==> config.mk <==
export PLATFORM = sky130hd
export DESIGN_NAME = cordic_phase_sequencer
export DESIGN_NICKNAME = d
export VERILOG_FILES = /design/src/rtl/cordic_phase_sequencer.sv
export SDC_FILE = /design/constraint.sdc
export NUM_CORES = 1
export LEC_CHECK = 0
export ABC_AREA = 1
export BUFFER_PORTS_ARGS = -buffer_cell sky130_fd_sc_hd__buf_2
export CAP_MARGIN = 5
export CORE_ASPECT_RATIO = 2
export CORE_UTILIZATION = 40
export DETAILED_ROUTE_END_ITERATION = 8
export GPL_TIMING_DRIVEN = 0
export PLACE_DENSITY = 0.66
export REMOVE_ABC_BUFFERS = 1
export SLEW_MARGIN = 30
export SYNTH_ARGS = -nofsm -noshare
export SYNTH_HDL_FRONTEND = slang
export SYNTH_SLANG_ARGS = --single-unit
==> constraint.sdc <==
create_clock -name clk -period 4.6 [get_ports clk]
set_input_delay 0.92 -clock clk [delete_from_list [all_inputs] [get_ports clk]]
set_output_delay 0.92 -clock clk [all_outputs]
set_load 0.01 [all_outputs]
==> src/rtl/cordic_phase_sequencer.sv <==
// Front/back end for cordic_sin_cos: folds a full-circle phase into the first quadrant,
// launches the core, then applies quadrant sign/swap correction with a done-timeout.
module cordic_phase_sequencer #(
  parameter int DATA_W  = 16,
  parameter int PI_HALF = 25736,
  parameter int TIMEOUT = 64
) (
  input  logic              clk,
  input  logic              reset,
  input  logic              in_valid,
  output logic              in_ready,
  input  logic [15:0]       in_phase,
  output logic              cordic_start,
  output logic [DATA_W-1:0] cordic_angle,
  input  logic              cordic_done,
  input  logic [DATA_W-1:0] cordic_cos,
  input  logic [DATA_W-1:0] cordic_sin,
  output logic              out_valid,
  input  logic              out_ready,
  output logic [DATA_W-1:0] out_cos,
  output logic [DATA_W-1:0] out_sin,
  output logic              out_err
);

  // Handshakes: a transfer happens on a rising edge where valid and ready are both high;
  // valid never depends on ready, and the payload is held while valid && !ready.

  localparam int CNT_W = $clog2(TIMEOUT + 1);
  localparam logic [14:0]       PI_HALF_W = PI_HALF[14:0];
  localparam logic [DATA_W-1:0] MOST_NEG  = {1'b1, {(DATA_W-1){1'b0}}};
  localparam logic [DATA_W-1:0] MOST_POS  = {1'b0, {(DATA_W-1){1'b1}}};

  typedef enum logic [2:0] {
    S_IDLE  = 3'd0,
    S_CALC  = 3'd1,
    S_START = 3'd2,
    S_WAIT  = 3'd3,
    S_OUT   = 3'd4
  } state_t;

  state_t            state_q, state_d;
  logic [1:0]        quad_q, quad_d;
  logic [13:0]       frac_q, frac_d;
  logic [DATA_W-1:0] angle_q, angle_d;
  logic [CNT_W-1:0]  cnt_q, cnt_d;
  logic [DATA_W-1:0] cos_q, cos_d;
  logic [DATA_W-1:0] sin_q, sin_d;
  logic              err_q, err_d;

  logic [28:0]       prod;
  logic [DATA_W-1:0] corr_cos, corr_sin;

  // Two's complement negation that maps the most negative code to the most positive one.
  function automatic logic [DATA_W-1:0] sat_neg(input logic [DATA_W-1:0] x);
    logic [DATA_W-1:0] r;
    if (x == MOST_NEG) r = MOST_POS;
    else               r = -x;
    return r;
  endfunction

  always_comb begin
    corr_cos = cordic_cos;
    corr_sin = cordic_sin;
    case (quad_q)
      2'd1: begin corr_cos = sat_neg(cordic_sin); corr_sin = cordic_cos;          end
      2'd2: begin corr_cos = sat_neg(cordic_cos); corr_sin = sat_neg(cordic_sin); end
      2'd3: begin corr_cos = cordic_sin;          corr_sin = sat_neg(cordic_cos); end
      default: ;
    endcase
  end

  assign prod = {15'd0, frac_q} * {14'd0, PI_HALF_W};

  always_comb begin
    state_d = state_q;
    quad_d  = quad_q;
    frac_d  = frac_q;
    angle_d = angle_q;
    cnt_d   = cnt_q;
    cos_d   = cos_q;
    sin_d   = sin_q;
    err_d   = err_q;
    case (state_q)
      S_IDLE: begin
        if (in_valid) begin
          quad_d  = in_phase[15:14];
          frac_d  = in_phase[13:0];
          state_d = S_CALC;
        end
      end
      S_CALC: begin
        angle_d = {{(DATA_W-15){1'b0}}, prod[28:14]};
        state_d = S_START;
      end
      S_START: begin
        cnt_d   = '0;
        state_d = S_WAIT;
      end
      S_WAIT: begin
        // A done arriving on the last counted cycle still produces a real result.
        if (cordic_done) begin
          cos_d   = corr_cos;
          sin_d   = corr_sin;
          err_d   = 1'b0;
          state_d = S_OUT;
        end else if (cnt_q == CNT_W'(TIMEOUT - 1)) begin
          cos_d   = '0;
          sin_d   = '0;
          err_d   = 1'b1;
          state_d = S_OUT;
        end else begin
          cnt_d = cnt_q + CNT_W'(1);
        end
      end
      S_OUT: begin
        if (out_ready) state_d = S_IDLE;
      end
      default: state_d = S_IDLE;
    endcase
  end

  always_ff @(posedge clk) begin
    if (reset) begin
      state_q <= S_IDLE;
      quad_q  <= '0;
      frac_q  <= '0;
      angle_q <= '0;
      cnt_q   <= '0;
      cos_q   <= '0;
      sin_q   <= '0;
      err_q   <= 1'b0;
    end else begin
      state_q <= state_d;
      quad_q  <= quad_d;
      frac_q  <= frac_d;
      angle_q <= angle_d;
      cnt_q   <= cnt_d;
      cos_q   <= cos_d;
      sin_q   <= sin_d;
      err_q   <= err_d;
    end
  end

  assign in_ready     = (state_q == S_IDLE);
  assign cordic_start = (state_q == S_START);
  assign out_valid    = (state_q == S_OUT);
  assign cordic_angle = angle_q;
  assign out_cos      = cos_q;
  assign out_sin      = sin_q;
  assign out_err      = err_q;

endmodule

==> reports/qor.yml <==
ys_top_cells_by_area: "dfxtp_1 21%, nand2_1 15%, ha_1 15%, inv_1 7.9%, nand3_1 6.5%"
yosys_warnings: 0
vias: 7406
cts_tree: "yes"
rsz0062_at_grt: "no"
worst_pin_slew_ns: 0.915
grt_pass1_vias: 7378
synth-seq-area-share_pct: 20.9
setup_slack_ns: 0.321
io_pins: 105
hold_ws_ns: 0.459
clk_pin_slew_ns: 0.06
insertion_delay_ns: 0.35
post_cts_buffers: 0
hold_path_class: "register to register"
ys_types: 42
cts_resized: 0
place_area_mm2: 0.00774
hold_viol_final: 0
crit_type: "register to register"
finalSetupTns_ns: 0
arrival_ns: 4.53
synth_flop_cell: "dfxtp_1"
fin_skew_ns: 0.00951
syn_avg_cell_area_um2: 6.52
drt_iter0_drc: 248
cts.sinks: 74
synth_top_area_share_pct: 20.9
numCtsBuffers: 9
fin_crit_sh_pct: 93.0
die_w_um: 96.2
ir_drop_mv: 0.184
wl_um: 24500
coreArea_mm2: 0.0173
async_flop_share_pct: 0
cts_max_level: 3
layout_commonest_cell: "nand2_1"
syn_inst: 1088
areaGrowthSynthToFinish_pct: 13.8
clockRootBuffer: "clkbuf_16"
drc: 0
placed_cells: 1368
cts_buffer_depth: 2
stdcell_count: 1384
cp_max_fo: 6
synth_edf_count: 0
fill_cells: 1907
syn_area_mm2: 0.00710
ant_nets: 0
dp_hpwl_um: 19600
antenna_found_initial: 0
fin_nets: 1327
gp_congestion: 0.984
yosys.area.top_type: "dfxtp_1"
status: "complete, no violations"
dp_slack_ns: 0.327
timing.max_cap.violations: 0
cellLeakagePower_nw: 4.22
start_util_pct: 41.1
mostFrequentLayoutCells: "284 x nand2_1, 149 x inv_1, 102 x buf_2"
port_buffers: 103
design_area_mm2: 0.00807
grt-ovfl-total: 0
layout-drive-gt1-share_pct: 13.0
slew_violations: 0
dieArea_mm2: 0.0183
finalCriticalPeriod_ns: 4.28
diodes: 0
setup_viol: 0
grt_pass1_wl_um: 37500
crit_required_ns: 4.85
die_y_um: 190
cp-end-kind: "register"
wl_per_cell_um: 17.7
cp-start-kind: "register"
grt_max_degree: 55
slew_headroom_pct: 39.0
design_power_total_mw: 2.81
postCtsHoldBufs: 0
viasPerCell: 5.35
firstDrtPassIters: 5
fin_util_pct: 46.7
fmaxAchievable_ghz: 0.234
grt_usage_pct: 28.0
placementRows: 68
synth_seq_cells: 74
power.density_mw_per_mm2: 348
-- routing by layer --
metal	part of all wire [%]	track usage, %	vias up
met1	31	23.7	3361
met2	55	53.4	256
met4	9.3	24.9	0
met3	4.3	3.75	104
met5	0	0	-
li1	-	-	3685
-- Yosys cell counts, types with 2 or more instances --
master    instances
nand2_1         284
inv_1           149
nor2_1           97
nand3_1          92
a21oi_1          90
ha_1             83
dfxtp_1          74
o21ai_0          71
fa_1             22
buf_2            16
a21oi_2          12
clkbuf_1         12
xor2_1           12
nand4_1          10
nor2_2            7
o21bai_1          6
nand2_2           5
o211ai_1          5
buf_6             4
nor3_1            4
xnor2_1           4
a211oi_1          3
a21o_1            3
a31oi_1           3
inv_4             2
nor4_1            2
-- worst max-delay path, stage by stage, from the launching register on --
cell and delay [ns]:
dfxtp_1 0.52, ha_1 0.31, fa_1 0.50, inv_1 0.06, fa_1 0.50, inv_1 0.04
ha_1 0.29, ha_1 0.30, ha_1 0.41, a21oi_1 0.23, a21boi_0 0.37, nand2_1 0.10
nand2_1 0.09, nand3_1 0.08, nand2_1 0.07, nand3_1 0.15, nand2_1 0.13, inv_1 0.04
-- flip-flops by register name, summed over array words and instances (netlist names) --
| register | count |
|---|---|
| out_cos | 16 |
| out_sin | 16 |
| cordic_angle | 15 |
| frac_q | 14 |
| cnt_q | 7 |
| state_q | 3 |
| quad_q | 2 |
| out_err | 1 |
-- path summary, 6_finish.rpt --
path              cells past startpoint                     start  slack (ns)                             to
setup / recovery                     17    frac_q[6]$_SDFFE_PP0P_        0.32  cordic_angle[14]$_SDFFE_PP0P_
hold / removal                        2  out_cos[11]$_SDFFE_PP0P_        0.46       out_cos[11]$_SDFFE_PP0P_
setup reg to reg                     17    frac_q[6]$_SDFFE_PP0P_        0.32  cordic_angle[14]$_SDFFE_PP0P_
hold reg to reg                       2  out_cos[11]$_SDFFE_PP0P_        0.46       out_cos[11]$_SDFFE_PP0P_
-- cell families after synthesis --
group           after synthesis  synth area share [%]
simple gates                508                  30.2
compound gates              197                  15.3
fa+ha+maj                   105                  20.8
flops                        74                  20.9
xor+xnor                     16                  1.97
other cells                   1                0.0528
buf+inv                     187                  10.7
-- final cells by class --
type                            count  area [µm²]  share of cell area [%]
Inverter                          153         579                    7.18
Timing Repair Buffer              104         546                    6.76
Tap cell                          210         263                    3.26
Clock buffer                       11         243                    3.01
Clock inverter                      5        85.1                    1.05
Sequential cell                    74        1480                    18.4
Multi-Input combinational cell    827        4870                    60.4
-- where the power goes --
group	leakage, nW	total (mW)	switching [mW]	internal, mW
clock network	0.157	0.803	0.309	0.494
logic	3.46	1.25	0.827	0.428
registers	0.603	0.752	0.0600	0.692
No activity file was read; power rests on OpenSTA's default activity.
